==> src/rtl/ctrl_seq_pkg.sv <==
`default_nettype none
// ============================================================================
//  Module   : ctrl_seq_pkg
//  Brief    : Shared types and constants for the control sequencer: FSM state
//             encoding, opcode values, ALU operation codes, instruction class.
//  Revision : 1.0 - initial release
// ============================================================================
package ctrl_seq_pkg;

  // Sequencer states, 3-bit encoded
  typedef enum logic [2:0] {
    FETCH  = 3'd0,
    DECODE = 3'd1,
    EXEC   = 3'd2,
    MEM    = 3'd3,
    WB     = 3'd4,
    HALT   = 3'd5,
    TRAP   = 3'd6
  } state_t;

  // Opcode values found in IR[15:12]
  localparam logic [3:0] c_op_alu    = 4'b0000;
  localparam logic [3:0] c_op_load   = 4'b1001;
  localparam logic [3:0] c_op_store  = 4'b1010;
  localparam logic [3:0] c_op_branch = 4'b1100;
  localparam logic [3:0] c_op_halt   = 4'b1111;

  // ALU operation codes (ADD used for address generation, SUB for compare)
  localparam logic [3:0] c_alu_add = 4'b0000;
  localparam logic [3:0] c_alu_sub = 4'b0001;

  // Instruction class produced by the opcode decoder
  typedef enum logic [2:0] {
    CLS_ALU     = 3'd0,
    CLS_LOAD    = 3'd1,
    CLS_STORE   = 3'd2,
    CLS_BRANCH  = 3'd3,
    CLS_HALT    = 3'd4,
    CLS_ILLEGAL = 3'd5
  } op_class_t;

endpackage : ctrl_seq_pkg
`default_nettype wire

==> src/rtl/ctrl_sequencer_if.sv <==
`default_nettype none
// ============================================================================
//  Module   : ctrl_sequencer_if
//  Brief    : Memory handshake and datapath control bundle between the
//             sequencer (master) and the memory/datapath side (slave).
//  Revision : 1.0 - initial release
// ============================================================================
interface ctrl_sequencer_if;

  logic [15:0] instr_in;
  logic        mem_ack;
  logic        flag_z;
  logic        mem_rd;
  logic        mem_wr;
  logic        ir_load;
  logic        pc_inc;
  logic        pc_load;
  logic        reg_we;
  logic [3:0]  alu_op;
  logic        arith_mux;
  logic        halted;
  logic        trap;

  modport master (
    input  instr_in, mem_ack, flag_z,
    output mem_rd, mem_wr, ir_load, pc_inc, pc_load, reg_we,
           alu_op, arith_mux, halted, trap
  );

  modport slave (
    output instr_in, mem_ack, flag_z,
    input  mem_rd, mem_wr, ir_load, pc_inc, pc_load, reg_we,
           alu_op, arith_mux, halted, trap
  );

endinterface : ctrl_sequencer_if
`default_nettype wire

==> src/rtl/ctrl_opdec.sv <==
`default_nettype none
// ============================================================================
//  Module   : ctrl_opdec
//  Brief    : Combinational opcode decoder: instruction class, ALU operation
//             and B-operand select from the opcode and function field.
//  Revision : 1.0 - initial release
// ============================================================================
module ctrl_opdec
  import ctrl_seq_pkg::*;
(
  input  wire logic [3:0] i_opcode,
  input  wire logic [3:0] i_func,
  output op_class_t       o_op_class,
  output logic [3:0]      o_alu_op,
  output logic            o_arith_mux
);

  // Map opcode to class; memory ops add an immediate offset, branches compare
  always_comb begin
    o_op_class  = CLS_ILLEGAL;
    o_alu_op    = c_alu_add;
    o_arith_mux = 1'b0;
    case (i_opcode)
      c_op_alu: begin
        o_op_class = CLS_ALU;
        o_alu_op   = i_func;
      end
      c_op_load: begin
        o_op_class  = CLS_LOAD;
        o_arith_mux = 1'b1;
      end
      c_op_store: begin
        o_op_class  = CLS_STORE;
        o_arith_mux = 1'b1;
      end
      c_op_branch: begin
        o_op_class = CLS_BRANCH;
        o_alu_op   = c_alu_sub;
      end
      c_op_halt: begin
        o_op_class = CLS_HALT;
      end
      default: begin
        o_op_class = CLS_ILLEGAL;
      end
    endcase
  end

endmodule : ctrl_opdec
`default_nettype wire

==> src/rtl/ctrl_sequencer.sv <==
`default_nettype none
// ============================================================================
//  Module   : ctrl_sequencer
//  Brief    : Multi-cycle instruction sequencer: FETCH/DECODE/EXEC/MEM/WB FSM
//             with instruction register and registered ALU controls.
//             Build option: CTRL_SEQ_ILLEGAL_TRAP_EN sends illegal opcodes to
//             a sticky TRAP state; otherwise they execute as a NOP.
//  Revision : 1.0 - initial release
// ============================================================================
module ctrl_sequencer
  import ctrl_seq_pkg::*;
(
  input  wire logic         clk,
  input  wire logic         rst,
  ctrl_sequencer_if.master  bus
);

  state_t      r_state;
  state_t      w_next_state;
  logic [15:0] r_ir;
  logic [3:0]  r_alu_op;
  logic        r_arith_mux;

  op_class_t   w_class;
  logic [3:0]  w_dec_alu_op;
  logic        w_dec_arith_mux;

  logic        w_mem_rd;
  logic        w_mem_wr;
  logic        w_ir_load;
  logic        w_pc_inc;
  logic        w_pc_load;
  logic        w_reg_we;
  logic        w_halted;
  logic        w_trap;

  // IR[11:4] carries operand fields consumed by the datapath, not by control
  logic        w_unused_ir_bits;
  assign w_unused_ir_bits = ^r_ir[11:4];

  ctrl_opdec u_opdec (
    .i_opcode    (r_ir[15:12]),
    .i_func      (r_ir[3:0]),
    .o_op_class  (w_class),
    .o_alu_op    (w_dec_alu_op),
    .o_arith_mux (w_dec_arith_mux)
  );

  // State, instruction register and ALU controls (held until next DECODE)
  always_ff @(posedge clk or posedge rst) begin
    if (rst) begin
      r_state     <= FETCH;
      r_ir        <= 16'h0000;
      r_alu_op    <= 4'b0000;
      r_arith_mux <= 1'b0;
    end else begin
      r_state <= w_next_state;
      if (w_ir_load) begin
        r_ir <= bus.instr_in;
      end
      if (r_state == DECODE) begin
        r_alu_op    <= w_dec_alu_op;
        r_arith_mux <= w_dec_arith_mux;
      end
    end
  end

  // Next-state and per-state control outputs
  always_comb begin
    w_next_state = r_state;
    w_mem_rd     = 1'b0;
    w_mem_wr     = 1'b0;
    w_ir_load    = 1'b0;
    w_pc_inc     = 1'b0;
    w_pc_load    = 1'b0;
    w_reg_we     = 1'b0;
    w_halted     = 1'b0;
    w_trap       = 1'b0;
    case (r_state)
      FETCH: begin
        w_mem_rd = 1'b1;
        if (bus.mem_ack) begin
          w_ir_load    = 1'b1;
          w_next_state = DECODE;
        end
      end
      DECODE: begin
        w_pc_inc     = 1'b1;
        w_next_state = EXEC;
      end
      EXEC: begin
        case (w_class)
          CLS_ALU:   w_next_state = WB;
          CLS_LOAD:  w_next_state = MEM;
          CLS_STORE: w_next_state = MEM;
          CLS_BRANCH: begin
            w_pc_load    = bus.flag_z;
            w_next_state = FETCH;
          end
          CLS_HALT:  w_next_state = HALT;
          default: begin
`ifdef CTRL_SEQ_ILLEGAL_TRAP_EN
            w_next_state = TRAP;
`else
            w_next_state = FETCH;
`endif
          end
        endcase
      end
      MEM: begin
        // IR still holds the memory instruction, so its class picks the access
        if (w_class == CLS_LOAD) begin
          w_mem_rd = 1'b1;
          if (bus.mem_ack) begin
            w_next_state = WB;
          end
        end else begin
          w_mem_wr = 1'b1;
          if (bus.mem_ack) begin
            w_next_state = FETCH;
          end
        end
      end
      WB: begin
        w_reg_we     = 1'b1;
        w_next_state = FETCH;
      end
      HALT: begin
        w_halted = 1'b1;
      end
      TRAP: begin
`ifdef CTRL_SEQ_ILLEGAL_TRAP_EN
        w_halted = 1'b1;
        w_trap   = 1'b1;
`else
        w_next_state = FETCH;
`endif
      end
      default: begin
        w_next_state = FETCH;
      end
    endcase
  end

  // Reset forces every output low at once, dropping any pending request
  assign bus.mem_rd    = w_mem_rd  & ~rst;
  assign bus.mem_wr    = w_mem_wr  & ~rst;
  assign bus.ir_load   = w_ir_load & ~rst;
  assign bus.pc_inc    = w_pc_inc  & ~rst;
  assign bus.pc_load   = w_pc_load & ~rst;
  assign bus.reg_we    = w_reg_we  & ~rst;
  assign bus.halted    = w_halted  & ~rst;
  assign bus.trap      = w_trap    & ~rst;
  assign bus.alu_op    = (r_state == TRAP) ? 4'b0000 : r_alu_op;
  assign bus.arith_mux = (r_state == TRAP) ? 1'b0 : r_arith_mux;

endmodule : ctrl_sequencer
`default_nettype wire

==> src/flat_wrapper.sv <==
// flat-port wrapper written by rule: the top's interface ports become plain ports
module ctrl_sequencer_flat import ctrl_seq_pkg::*;
  (clk, rst, bus_instr_in, bus_mem_ack, bus_flag_z, bus_mem_rd, bus_mem_wr, bus_ir_load, bus_pc_inc, bus_pc_load, bus_reg_we, bus_alu_op, bus_arith_mux, bus_halted, bus_trap);
  ctrl_sequencer_if bus_i ();
  input  wire logic clk;
  input  wire logic rst;
  input wire logic [$bits(bus_i.instr_in)-1:0] bus_instr_in;
  input wire logic [$bits(bus_i.mem_ack)-1:0] bus_mem_ack;
  input wire logic [$bits(bus_i.flag_z)-1:0] bus_flag_z;
  output wire logic [$bits(bus_i.mem_rd)-1:0] bus_mem_rd;
  output wire logic [$bits(bus_i.mem_wr)-1:0] bus_mem_wr;
  output wire logic [$bits(bus_i.ir_load)-1:0] bus_ir_load;
  output wire logic [$bits(bus_i.pc_inc)-1:0] bus_pc_inc;
  output wire logic [$bits(bus_i.pc_load)-1:0] bus_pc_load;
  output wire logic [$bits(bus_i.reg_we)-1:0] bus_reg_we;
  output wire logic [$bits(bus_i.alu_op)-1:0] bus_alu_op;
  output wire logic [$bits(bus_i.arith_mux)-1:0] bus_arith_mux;
  output wire logic [$bits(bus_i.halted)-1:0] bus_halted;
  output wire logic [$bits(bus_i.trap)-1:0] bus_trap;
  assign bus_i.instr_in = bus_instr_in;
  assign bus_i.mem_ack = bus_mem_ack;
  assign bus_i.flag_z = bus_flag_z;
  assign bus_mem_rd = bus_i.mem_rd;
  assign bus_mem_wr = bus_i.mem_wr;
  assign bus_ir_load = bus_i.ir_load;
  assign bus_pc_inc = bus_i.pc_inc;
  assign bus_pc_load = bus_i.pc_load;
  assign bus_reg_we = bus_i.reg_we;
  assign bus_alu_op = bus_i.alu_op;
  assign bus_arith_mux = bus_i.arith_mux;
  assign bus_halted = bus_i.halted;
  assign bus_trap = bus_i.trap;
  ctrl_sequencer u_core (.clk(clk), .rst(rst), .bus(bus_i));
endmodule
==> config.mk <==
export PLATFORM = sky130hd
export DESIGN_NAME = ctrl_sequencer_flat
export DESIGN_NICKNAME = d
export VERILOG_FILES = /design/src/rtl/ctrl_seq_pkg.sv /design/src/rtl/ctrl_sequencer_if.sv /design/src/rtl/ctrl_opdec.sv /design/src/rtl/ctrl_sequencer.sv /design/src/flat_wrapper.sv
export SDC_FILE = /design/constraint.sdc
export NUM_CORES = 1
export LEC_CHECK = 0
export CORE_MARGIN = 3
export CORE_UTILIZATION = 43
export CTS_CLUSTER_DIAMETER = 120
export CTS_CLUSTER_SIZE = 25
export DETAILED_ROUTE_END_ITERATION = 10
export GPL_ROUTABILITY_DRIVEN = 0
export PLACE_DENSITY = 0.76
export SLEW_MARGIN = 15
export SYNTH_ARGS = -nofsm -noshare
export SYNTH_HDL_FRONTEND = slang
export SYNTH_SLANG_ARGS = --single-unit
==> constraint.sdc <==
create_clock -name clk -period 2.4 [get_ports clk]
set_clock_uncertainty 0.2 [all_clocks]
set_input_delay 0.48 -clock clk [delete_from_list [all_inputs] [get_ports clk]]
set_output_delay 0.48 -clock clk [all_outputs]
set_load 0.05 [all_outputs]
==> run summary <==
The run finished with clean final reports. Counting flops and latches in the post-synthesis netlist gives 16. CTS saw 16 sinks. The area of the core region came out at 0.001821 mm2. In this run the most critical hold path is launched from u_core.r_alu_op[1].

The standard-cell row count came out at 15. The synthesized netlist contains 35 unique library cells. The fraction of synthesized cell area taken by the top area cell type came out at 0.4545. The max-cap violation count is 0.

The synthesized design spends more area on one cell type than any other, namely sky130_fd_sc_hd__dfrtp_1. In the final design database the tool counted 128 nets. Once detailed placement completed, the half-perimeter wirelength came to 1643 um. The number of nets handed over by synthesis was 101. The part of the power in the clock network came out at 0.086.

TritonCTS built the clock tree. Setup violations remaining at the end of the flow were counted as 0. STA classifies the critical path endpoint as an output pin. The critical path is of the input port to output pin type. The detailed router finished its first iteration with 11 violations. The async set or reset register ratio after synthesis came out at 1.000. The number of H-tree levels came out at 1. After routing the design area is 0.001311 mm2. Buffers added to address setup during post-CTS repair amount to 0. The initial utilization of the core area, before any placement, comes to 0.4838. Of the total power, the share spent switching nets is 0.4258. The reg-to-reg startpoint is u_core.r_state[0]. Among all flip-flop cells after synthesis, the most frequent one is sky130_fd_sc_hd__dfrtp_1.

The detailed-route vias per instance came out at 5.565. The total die area is 0.002628 mm2. The hold violation total from the final report came out at 0.

Of the synthesized area, sequential elements account for 0.4545. In this run the cell area of the synthesized design comes to 880.8 um2. The number of inserted diodes came out at 0. The first TritonRoute pass finished after 4 iterations. Entering global routing, the biggest net connects 17 pins. Cell internal power was estimated by the tool at 0.8950 mW. Hold is met by 306.7 ps. The number of global-route vias before repair is 793. The Yosys warning count came out at 0. The final design utilization came out at 0.7203.

The clock edge transition at the registers on the reported setup and hold paths came out at 90 ps. The share of total power dissipated in combinational logic is 0.558. The initial antenna violation count came out at 0. In this run the remaining antenna-violating nets after routing total 0. The die outline height is 51.26 um.

CTS placed an instance of sky130_fd_sc_hd__clkbuf_4 at the clock tree root. STA classifies the critical path startpoint as an input port. The area growth from synthesis to layout is 48.86%.

Counting instances in the post-synthesis netlist gives the leading cell types as sky130_fd_sc_hd__dfrtp_1, sky130_fd_sc_hd__mux2_2, sky130_fd_sc_hd__and2_1, sky130_fd_sc_hd__nand2_1, sky130_fd_sc_hd__inv_1. The critical path starts at bus_mem_ack. The required time at the worst-slack endpoint is 1720 ps.

The first-pass GRT wire length is 3746 um. IR analysis of the VDD net gives a maximum drop of 0.7207 mV. The static leakage is 0.5360 nW. The number of buffers inserted by port buffering is 23. The number of hold-repair buffers added at the cts stage is 0. Dividing the detail-routed wire length by the instance count gives 15.60 um. The completed layout was analyzed and its total power is 1.559 mW.

The post-layout minimum cycle time came out at 2322 ps. The largest single stage delay on the critical path is 550 ps. Wires add up to 2044 um. The number of top-level pins came out at 33. In the final layout, the share of cells above drive strength 1 is 0.3396. In this run the power spent charging and discharging nets is 0.6637 mW. Summed over all layers, the global routing overflow is 0. The global-route total usage across every layer came out at 0.1894. The largest fanout on the critical path is 4. The number of instances in the synthesized netlist came out at 81. Power spread over the standard cell area amounts to 1189 mW/mm2. The number of instances resized during post-cts repair came out at 0. In the post-synthesis netlist, the cell with the most instances is sky130_fd_sc_hd__dfrtp_1. The number of enable flip-flop cells after synthesis is 0. Data on the critical path arrives at its endpoint at 1640 ps. Clock latency on the worst-skew pair, taken at its later pin, is 280 ps. The max-slew violation count is 0. The total vias in the final route came out at 729.

Sorting the synthesized cells by area gives the leading types as sky130_fd_sc_hd__dfrtp_1, sky130_fd_sc_hd__mux2_2, sky130_fd_sc_hd__and2_1, sky130_fd_sc_hd__a22o_1, sky130_fd_sc_hd__nor4b_4. The final cycle utilization of the critical path came out at 0.9674. The highest attainable clock frequency came out at 430.7 MHz. The worst-path cell with the longest stage delay is sky130_fd_sc_hd__clkdlybuf4s50_1. The critical path goes through clkdlybuf4s50_1 -> nor4b_4 -> and2_2 -> buf_12. The sequential share of power came out at 0.355. TritonCTS created 3 clock buffers. The standard cell area after detailed placement came out at 0.001277 mm2.

The floorplan die width is 51.26 um. The class of the tightest hold or removal check is register to register. In the routed design, unresolved DRC markers number 0. The summed negative setup slack over all endpoints came out at 0 ps. The average cell area after synthesis came out at 10.87 um2.

The number of buffers on the longest clock path is 2. Setup repair after global routing left no endpoint under its margin.
[cells by family (layout without fill, tap and decap cells)]
logic type      count (synthesis)  after routing  synth area share
compound gates                 15             15            0.1236
xor+xnor                        2              2           0.01989
buf+inv                         9             34           0.05397
flops                          16             16            0.4545
mux                             8              8            0.1023
other cells                     1              1          0.004257
simple gates                   30             30            0.2415
[power by group through the flow]
stage          clock network [mW]  logic, mW  registers, mW
2_1_floorplan                   0      0.598          0.471
3_3_place_gp                    0      0.843          0.535
3_5_place_dp                    0      0.868          0.552
4_1_cts                     0.138      0.869          0.545
5_1_grt                     0.157      0.922          0.584
6_report                    0.134      0.870          0.554
[state kept, by name, summed over array words and instances (netlist names)]
signal	flops
u_core.r_ir	8
u_core.r_state	3
u_core.r_arith_mux	1
u_core.r_alu_op	4
[metal layers]
metal | global-route usage | vias up | wire length, um
met5 | 0 | - | 0
met4 | 0.09170 | 0 | 47
met3 | 0.03499 | 6 | 91
met2 | 0.3176 | 27 | 1077
met1 | 0.2329 | 351 | 828
li1 | - | 345 | -
[metrics by stage]
stage | setup WS, ps | std cells
floorplan | -36.94 | 81
global placement | 107.7 | 128
detailed placement | 61.68 | 128
CTS | 57.33 | 131
global route | 2.646 | 131
finish | 78.34 | 131
[cells in the final DEF, fill, tap and decap left out, drive strengths merged, types with 3 or more instances in the layout]
master | netlist | final
o21ai | 3 | 3
buf | 4 | 16
a22o | 3 | 3
clkdlybuf4s50 | 0 | 11
mux2 | 8 | 8
nand2 | 5 | 5
and2 | 6 | 6
clkbuf | 1 | 3
inv | 4 | 4
dfrtp | 16 | 16
[final cells by class]
cell class	count	area, um2
clock buffer	3	22.52
fill	141	509.2
inverter	4	15.01
multi-input combinational	56	460.4
sequential	16	401.6
tap	25	31.28
timing repair buffer	27	380.4
[critical path: cells and delay by family]
family                 cells  cell delay (ps)
buffers and inverters      2              690
AND/OR/NAND/NOR            2              460
[worst paths after layout]
path,end,slack (ps),cells past startpoint
worst min register to register,u_core.r_alu_op[1],310,1
worst max register to register,u_core.r_alu_op[3],630,4
max in group asynchronous,u_core.r_state[1],1300,4
min in group asynchronous,u_core.r_state[1],510,4
worst min-delay path,u_core.r_alu_op[1],310,1
worst max-delay path,bus_ir_load,80,4
No activity file was read; power rests on OpenSTA's default activity.
